### config.mk
export PLATFORM = sky130hd
export DESIGN_NAME = rca64_share_ctrl
export DESIGN_NICKNAME = d
export VERILOG_FILES = /design/src/rtl/rca_ctrl_pkg.sv /design/src/rtl/rr_pick.sv /design/src/rtl/rca64_share_ctrl.sv
export SDC_FILE = /design/constraint.sdc
export NUM_CORES = 1
export LEC_CHECK = 0
export BUFFER_PORTS_ARGS = -buffer_cell sky130_fd_sc_hd__buf_2
export CAP_MARGIN = 20
export CORE_AREA = 2 2 303 305
export CTS_CLUSTER_DIAMETER = 100
export DETAILED_ROUTE_END_ITERATION = 16
export DIE_AREA = 0 0 305 307
export PLACE_DENSITY = 0.44
export RECOVER_POWER = 50
export SLEW_MARGIN = 20
export SYNTH_ARGS = -nofsm -noshare
export SYNTH_HDL_FRONTEND = slang
export SYNTH_SLANG_ARGS = --single-unit
### constraint.sdc
create_clock -name clock -period 7.7 [get_ports clock]
set_clock_uncertainty 0.05 [all_clocks]
set_input_delay 0 -clock clock [delete_from_list [all_inputs] [get_ports clock]]
set_output_delay 0 -clock clock [all_outputs]
set_load 0.02 [all_outputs]
### src/rtl/rca_ctrl_pkg.sv
// Shared types and helpers for the round-robin adder-sharing controller.
// Holds the FSM state encoding, the default operand width and a wrap-around increment.
package rca_ctrl_pkg;

  typedef enum logic [1:0] {
    ST_IDLE = 2'd0,
    ST_BUSY = 2'd1,
    ST_RESP = 2'd2
  } state_t;

  localparam int DEF_DATA_W = 64;

  // Next requester index after id, wrapping to 0 at n.
  function automatic int wrap_inc(input int id, input int n);
    return (id + 1 >= n) ? 0 : id + 1;
  endfunction

endpackage

### src/rtl/rr_pick.sv
// Combinational rotate-priority picker: the first asserted request found
// scanning from i_ptr upward, modulo NREQ, wins.
module rr_pick #(
  parameter int NREQ = 4,
  parameter int ID_W = 2
) (
  input  logic [NREQ-1:0] i_req,
  input  logic [ID_W-1:0] i_ptr,
  output logic [NREQ-1:0] o_grant,
  output logic [ID_W-1:0] o_id,
  output logic            o_any
);

  logic [ID_W-1:0] w_idx;

  // NOTE: every output gets a default before the loop so no path can infer a latch.
  always_comb begin
    o_grant = '0;
    o_id    = '0;
    o_any   = 1'b0;
    w_idx   = '0;
    for (int k = 0; k < NREQ; k++) begin
      w_idx = ID_W'((int'(i_ptr) + k) % NREQ);
      if (!o_any && i_req[w_idx]) begin
        o_any          = 1'b1;
        o_grant[w_idx] = 1'b1;
        o_id           = w_idx;
      end
    end
  end

endmodule

### src/rtl/rca64_share_ctrl.sv
// Round-robin controller sharing one external adder between NREQ requesters.
// One transaction in flight: grant, drive operands, wait ADD_LAT, capture, respond.
module rca64_share_ctrl
  import rca_ctrl_pkg::*;
#(
  parameter int NREQ    = 4,
  parameter int ID_W    = 2,
  parameter int DATA_W  = DEF_DATA_W,
  parameter int ADD_LAT = 1
) (
  input  logic                   clock,
  input  logic                   reset,
  input  logic [NREQ-1:0]        req_valid,
  input  logic [NREQ*DATA_W-1:0] req_op1,
  input  logic [NREQ*DATA_W-1:0] req_op2,
  output logic [NREQ-1:0]        req_ready,
  output logic [DATA_W-1:0]      add_op1,
  output logic [DATA_W-1:0]      add_op2,
  input  logic [DATA_W-1:0]      add_sum,
  input  logic                   add_cout,
  output logic                   rsp_valid,
  input  logic                   rsp_ready,
  output logic [ID_W-1:0]        rsp_id,
  output logic [DATA_W-1:0]      rsp_sum,
  output logic                   rsp_cout,
  output logic                   busy
);

  localparam int CNT_W = (ADD_LAT < 2) ? 1 : $clog2(ADD_LAT + 1);

  state_t             r_state;
  logic [ID_W-1:0]    r_ptr;
  logic [ID_W-1:0]    r_gid;
  logic [CNT_W-1:0]   r_cnt;
  logic [DATA_W-1:0]  r_add_op1;
  logic [DATA_W-1:0]  r_add_op2;
  logic               r_rsp_valid;
  logic [ID_W-1:0]    r_rsp_id;
  logic [DATA_W-1:0]  r_rsp_sum;
  logic               r_rsp_cout;

  logic [NREQ-1:0]    w_grant;
  logic [ID_W-1:0]    w_gid;
  logic               w_any;
  logic [DATA_W-1:0]  w_op1 [NREQ];
  logic [DATA_W-1:0]  w_op2 [NREQ];

  for (genvar gi = 0; gi < NREQ; gi++) begin : g_unpack
    assign w_op1[gi] = req_op1[gi*DATA_W +: DATA_W];
    assign w_op2[gi] = req_op2[gi*DATA_W +: DATA_W];
  end

  rr_pick #(
    .NREQ (NREQ),
    .ID_W (ID_W)
  ) u_pick (
    .i_req   (req_valid),
    .i_ptr   (r_ptr),
    .o_grant (w_grant),
    .o_id    (w_gid),
    .o_any   (w_any)
  );

  // Accept strobe is qualified by reset too, so no requester sees a grant while held in reset.
  assign req_ready = (r_state == ST_IDLE && !reset) ? w_grant : '0;
  assign busy      = (r_state != ST_IDLE);
  assign add_op1   = r_add_op1;
  assign add_op2   = r_add_op2;
  assign rsp_valid = r_rsp_valid;
  assign rsp_id    = r_rsp_id;
  assign rsp_sum   = r_rsp_sum;
  assign rsp_cout  = r_rsp_cout;

  // NOTE: all state updates use non-blocking assignments so every register samples pre-edge values.
  always_ff @(posedge clock or posedge reset) begin
    if (reset) begin
      r_state     <= ST_IDLE;
      r_ptr       <= '0;
      r_gid       <= '0;
      r_cnt       <= '0;
      r_add_op1   <= '0;
      r_add_op2   <= '0;
      r_rsp_valid <= 1'b0;
      r_rsp_id    <= '0;
      r_rsp_sum   <= '0;
      r_rsp_cout  <= 1'b0;
    end else begin
      case (r_state)
        ST_IDLE: begin
          if (w_any) begin
            r_add_op1 <= w_op1[w_gid];
            r_add_op2 <= w_op2[w_gid];
            r_gid     <= w_gid;
            r_cnt     <= CNT_W'(ADD_LAT);
            r_state   <= ST_BUSY;
          end
        end
        ST_BUSY: begin
          if (r_cnt != '0) begin
            r_cnt <= r_cnt - CNT_W'(1);
          end else begin
            r_rsp_sum   <= add_sum;
            r_rsp_cout  <= add_cout;
            r_rsp_id    <= r_gid;
            r_rsp_valid <= 1'b1;
            r_state     <= ST_RESP;
          end
        end
        ST_RESP: begin
          if (rsp_ready) begin
            r_rsp_valid <= 1'b0;
            r_ptr       <= ID_W'(wrap_inc(int'(r_gid), NREQ));
            r_state     <= ST_IDLE;
          end
        end
        default: r_state <= ST_IDLE;
      endcase
    end
  end

endmodule

# Word-level counts from Yosys, hierarchy flattened

Cells that the tools add are included.
W data, S select, Z words.

Bits in registers: 203
Bits of input ports: 584
Output and inout bits: 201
Logic and storage cells: 103

Add/subtract/negate cells: 5
$lt $le $gt $ge: 10
Eq/ne operators: 5
Muxes and demuxes: 46
Bitwise gates (word level): 5
Reductions and logical operators: 22

Operator list:

| cell                  | number |
|---|---|
| $bmux W64 S2          | 2 |
| $mux W64              | 4 |
| $mux W4               | 5 |
| $mux W1               | 16 |
| $mux W2               | 8 |
| $lt A2 B3 Y1 const B  | 4 |
| $or A4 B4 Y4          | 3 |
| $bmux W1 S2           | 4 |
| $demux W1 S2          | 4 |
| $ge A2 B1 Y1 const B  | 4 |
| $logic_and A1 B1 Y1   | 8 |
| $reduce_and A2 Y1     | 4 |
| $ge A3 B3 Y1 const B  | 2 |
| $pmux W2 S3           | 1 |
| $reduce_and A3 Y1     | 2 |
| $reduce_bool A2 Y1    | 3 |
| $add A2 B2 Y2 const B | 2 |
| $logic_not A1 Y1      | 4 |
| $ne A2 B2 Y1 const B  | 2 |
| $pmux W1 S2           | 2 |
| $add A2 B1 Y3 const B | 1 |
| $not A2 Y3            | 1 |
| $add A2 B1 Y2 const B | 1 |
| $eq A2 B1 Y1 const B  | 1 |
| 5 further kinds       | 5 |

# Logic depth before layout (Yosys ltp)

Depth after elaboration: 16
Gate-level depth with buffers: 17
Mapped depth without buffers: 8

# Cells and area by module

A second synthesis with hierarchy kept.

Cell total of the unflattened synthesis: 939
Area total of the unflattened synthesis: 11807.6 µm²

By module, submodules not included:

| module           | times used | cells an instance | area an instance (µm²) | sequential area each (µm²) |
|---|---|---|---|---|
| rca64_share_ctrl | 1          | 894               | 11388.4                | 5079.9 |
| rr_pick          | 1          | 45                | 419.2                  | 0.0 |

# Worst setup path before layout

No wires, ideal clock.

Path type: register to register
From: reg r_ptr[0]
To: reg r_add_op1[28] (netlist: add_op1[28])
Setup time: 133 ps
Arrival time: 3916 ps
Data required time: 7517 ps
Setup slack: 3601 ps
Stages on the path, launching flop included: 16
Path buffers: 7
Period minus slack after synthesis: 4099 ps
Cell sequence: dfrtp_1 > buf_6 > buf_2 > inv_1 > clkbuf_1 > buf_1 > clkbuf_1 > ha_1 > clkbuf_1 > mux4_2 > nor2b_4 > nor2_1 > buf_1 > mux2_2 > a2111oi_0 > nor2_1

Word-level cells in the longest chain between the ends: 16
Elaborated cells between the ends (all ways): 30
Those cells by class: add/sub: 3; mux: 19; bitwise: 1; reduce/logical: 7

Ends and longest elaborated chain:

| item                                                                   | RTL line                | RTL |
|---|---|---|
| start, declared                                                        | rca64_share_ctrl.sv:32  | `logic [ID_W-1:0] r_ptr;` |
| start signal, assigned                                                 | rca64_share_ctrl.sv:112 | `r_ptr <= ID_W'(wrap_inc(int'(r_gid), NREQ));` |
| parallel branches: the longest is 16 deep, another holds $add A2 B1 Y2 | n/a                     |  |
| end signal, assigned                                                   | rca64_share_ctrl.sv:91  | `r_add_op1 <= w_op1[w_gid];` |
| end, declared                                                          | rca64_share_ctrl.sv:35  | `logic [DATA_W-1:0] r_add_op1;` |

Parallel ways; which one is timed is not known. The select of a mux whose other input is x is not followed.
A chain may end at the register's enable or synchronous reset.

# Worst setup path in the final report

From: reg r_ptr[0]
To: reg r_add_op1[33] (netlist: add_op1[33])

Same word-level chain as after synthesis.

==> impl_table.tex <==
\begin{tabular}{lr}
\hline
Metric & Value \\
\hline
\multicolumn{2}{l}{\textbf{Logic synthesis}} \\
Synthesized instance count & 2054 \\
Area fraction in compound gates after synthesis & 0.457 \\
Most instantiated flip-flop cell in the synthesis netlist & dfrtp\_1 \\
Most frequent cell after synthesis & a22o\_1 \\
Number of synthesized flops with an enable pin & 0 \\
Async set or reset register ratio after synthesis & 1.00 \\
Most instantiated cells after synthesis & a22o\_1 (257), o21ai\_0 (255), nor2\_1 (214) \\
Syn Area/Cell & 8.58 µm² \\
Post-synth top area share & 0.288 \\
Dominant combinational cell family by area after synthesis & compound AO/OA/AOI/OAI gates \\
Warnings, synthesis & 0 \\
Post-synthesis cell type count & 45 \\
Post-synthesis share of cell area spent on and, or, nand and nor gates & 0.0920 \\
XOR/XNOR Fraction of Synth Area & 0 \\
Net count of the mapped netlist & 2646 \\
Library cell with the largest summed area after synthesis & dfrtp\_1 \\
Leading cell types by total area after synthesis & dfrtp\_1 (29\%), a22o\_1 (13\%), mux2\_2 (8.5\%), o21ai\_0 (7.2\%), a2111oi\_2 (4.9\%) \\
Multiplexer fraction of the synthesized cell area & 0.0916 \\
Sequential cell area fraction in the yosys report & 0.288 \\
Post-synthesis instance area & 17600 µm² \\
Flip-flop and latch count after synthesis & 203 \\
Adder and majority gate portion of the synthesized area & 0.00568 \\
\multicolumn{2}{l}{\textbf{Critical path}} \\
Critical Setup Path Class & reg2reg \\
Critical path data required time & 8.06 ns \\
Data arrival time at the worst-slack endpoint & 6.39 ns \\
Count of cells along the worst register-to-register path & 13 \\
Reg-to-Reg End & add\_op1[33] \\
Reg2reg setup slack & 1.67 ns \\
CP max FO & 74 \\
Worst flop-to-flop path startpoint & r\_ptr[0] \\
Critical path startpoint & r\_ptr[0] \\
Critical Path Start Type & register \\
Worst setup EP type & register \\
\multicolumn{2}{l}{\textbf{Timing}} \\
Minimum period implied by the final worst setup slack & 6.03 ns \\
Final Max Slew Viols & 124 \\
Fmax & 166 MHz \\
Final-layout setup total negative slack & 0 ns \\
Hold violation total from the final report & 0 \\
Slew margin rel. & -2.53 \\
Worst slew pin tran & 5.29 ns \\
RSZ-0062 raised after global routing & false \\
Period utilisation layout & 0.783 \\
Number of setup violations in the final report & 0 \\
\multicolumn{2}{l}{\textbf{Route}} \\
Detailed-route wire length on metal 1 & 43.1 mm \\
Number of design-rule violations left by the first detailed-router iteration & 1528 \\
\# DRC & 0 \\
Vias & 23.0k \\
Routed wire length & 102 mm \\
Uppermost layer routed & met5 \\
Number of nets with antenna violations after detailed routing & 0 \\
DR pass1 iterations & 5 \\
Post-DR vias/cell & 5.23 \\
Routed length on met3 & 7.09 mm \\
Routed wire length on met2 & 49.3 mm \\
Detailed-route wire length per cell & 23.3 µm \\
\multicolumn{2}{l}{\textbf{Worst hold path}} \\
Hold Crit Class & in2reg \\
Worst hold path stage count & 4 \\
Destination of the worst hold path & add\_op1[8] \\
Source of the worst hold timing path & req\_op1[136] \\
\multicolumn{2}{l}{\textbf{Job}} \\
Max\_cap viols & 1 \\
\multicolumn{2}{l}{\textbf{Clock network}} \\
Clock latency at the later pin of the worst-skew pair & 0.56 ns \\
Clock root cell & clkbuf\_16 \\
Post-CTS Setup Repair Bufs & 0 \\
Total clock sinks & 203 \\
Register clock-pin slew on the reported worst setup and hold paths & 0.05 ns \\
Maximum clock path buffer count & 3 \\
Clock tree from TritonCTS & built \\
H-Tree Level Count & 2 \\
CTS Buf Count & 34 \\
\multicolumn{2}{l}{\textbf{Outcome}} \\
Failing checks & capacitance limit, slew limit \\
Result of the run & finished, violations left \\
\multicolumn{2}{l}{\textbf{Global routing}} \\
Global-route wire length before repair & 150 mm \\
Global-route usage over all layers & 0.207 \\
Vias in the first global route & 23.0k \\
Overflow after GRT & 0 \\
Pin count of the biggest net entering global routing & 165 \\
Number of antenna violations at the first check in global routing & 47 \\
\multicolumn{2}{l}{\textbf{Die}} \\
X dimension of the die & 305 µm \\
Count of boundary I/O pins & 785 \\
Initial core utilization & 0.194 \\
Die height & 307 µm \\
Area of the placeable core & 90700 µm² \\
Cell Rows & 111 \\
Overall die area & 93600 µm² \\
\multicolumn{2}{l}{\textbf{Finish}} \\
Fill cell total of the finished layout & 9754 \\
Fin area & 28400 µm² \\
Area Growth Syn to Fin & 61.1\% \\
Number of nets in the final layout & 3749 \\
Sequential cell area & 5080 µm² \\
Share of post-route cells with drive strength above 1 & 0.288 \\
Area occupied by multi-input gates & 11500 µm² \\
\multicolumn{2}{l}{\textbf{Placed design}} \\
Placed inst area & 22400 µm² \\
Count of input and output buffers & 784 \\
HPWL after DPL & 66.4 mm \\
Final RePlAce weighted congestion & 0.800 \\
\multicolumn{2}{l}{\textbf{Power}} \\
Power Dens Cells & 479 nW/µm² \\
Max VDD drop & 0.000593 V \\
Leakage & 12.1 nW \\
\hline
\end{tabular}
==> layer usage <==
metal,vias up,global-route usage
met5,-,0
met4,30,0.0683
met3,162,0.0471
met2,953,0.347
met1,11408,0.262
li1,10420,-
==> through the flow <==
step	cells	utilization	worst slack, ns	hold slack [ns]	power (mW)
after floorplan	2054	-	2.11	0.0391	7.67
after global placement	3799	0.247	2.68	0.156	10.3
after detailed placement	3799	0.247	2.64	0.154	10.3
after CTS	4365	0.315	1.62	0.000924	13.8
after global routing	4383	0.313	1.38	0.0285	14.6
final	4389	0.313	1.67	0.000132	13.6
==> power by group <==
part | leakage [nW] | internal [mW] | switching (mW)
registers | 2.32 | 1.65 | 0.403
logic | 9.26 | 4.39 | 5.59
clock network | 0.530 | 0.931 | 0.648
total | 12.1 | 6.97 | 6.64
==> cells in the final DEF (no fill, tap or decap), types with 57 or more instances in the layout <==
cell / count
dlygate4sd3_1: 508
a21o_1: 63
mux2_2: 133
a221oi_1: 69
clkbuf_1: 186
a2111oi_2: 57
dfrtp_1: 202
a31oi_1: 64
nand3_1: 125
o21ai_0: 255
buf_2: 603
a21oi_1: 131
a22o_1: 257
a221o_1: 65
nor2_1: 209
a41o_1: 65
==> what timing repair did <==
item                                   in CTS  in global routing
hold buffers                              508                  0
endpoints found under the hold margin     318                  0
gates resized for setup                     0                  0
==> registers in the layout, indices dropped and copies added, names as in the netlist <==
register / count
rsp_valid: 1
add_op1: 64
rsp_cout: 1
r_state: 2
r_cnt: 1
rsp_sum: 64
r_gid: 2
r_ptr: 2
rsp_id: 2
add_op2: 64
==> cell families after synthesis <==
family	after synthesis
adder cells (fa/ha/maj)	8
multiplexers	141
AO/OA/AOI/OAI	1056
buffers and inverters	273
AND/OR/NAND/NOR	373
flip-flops	203
==> final cells by class <==
type	count	area share
Timing Repair Buffer	1333	0.321
Clock inverter	15	0.00568
Antenna cell	24	0.00211
Clock buffer	43	0.0329
Tap cell	1186	0.0522
Multi-Input combinational cell	1578	0.406
Inverter	7	0.00110
Sequential cell	203	0.179
==> critical path: stages, from the launching register on <==
cell,delay [ns]
dfrtp_4,0.81
inv_6,0.37
ha_1,0.62
mux4_2,0.39
nor2b_4,0.07
nor2_4,0.42
buf_4,0.46
buf_4,0.53
mux2_2,0.40
a2111oi_1,0.41
dlygate4sd3_1,0.61
buf_4,0.10
nor2_1,0.03
dlygate4sd3_1,0.55
==> worst max-delay path by stage <==
stage | cells after the start | slack [ns] | end
after floorplan | 1 | 2.11 | add_op1[0]
after global placement | 11 | 2.68 | add_op1[36]
after detailed placement | 11 | 2.64 | add_op1[36]
after CTS | 13 | 1.62 | add_op1[33]
after global routing | 13 | 1.38 | add_op1[33]
final | 13 | 1.67 | add_op1[33]
(Power assumes the default switching activity.)
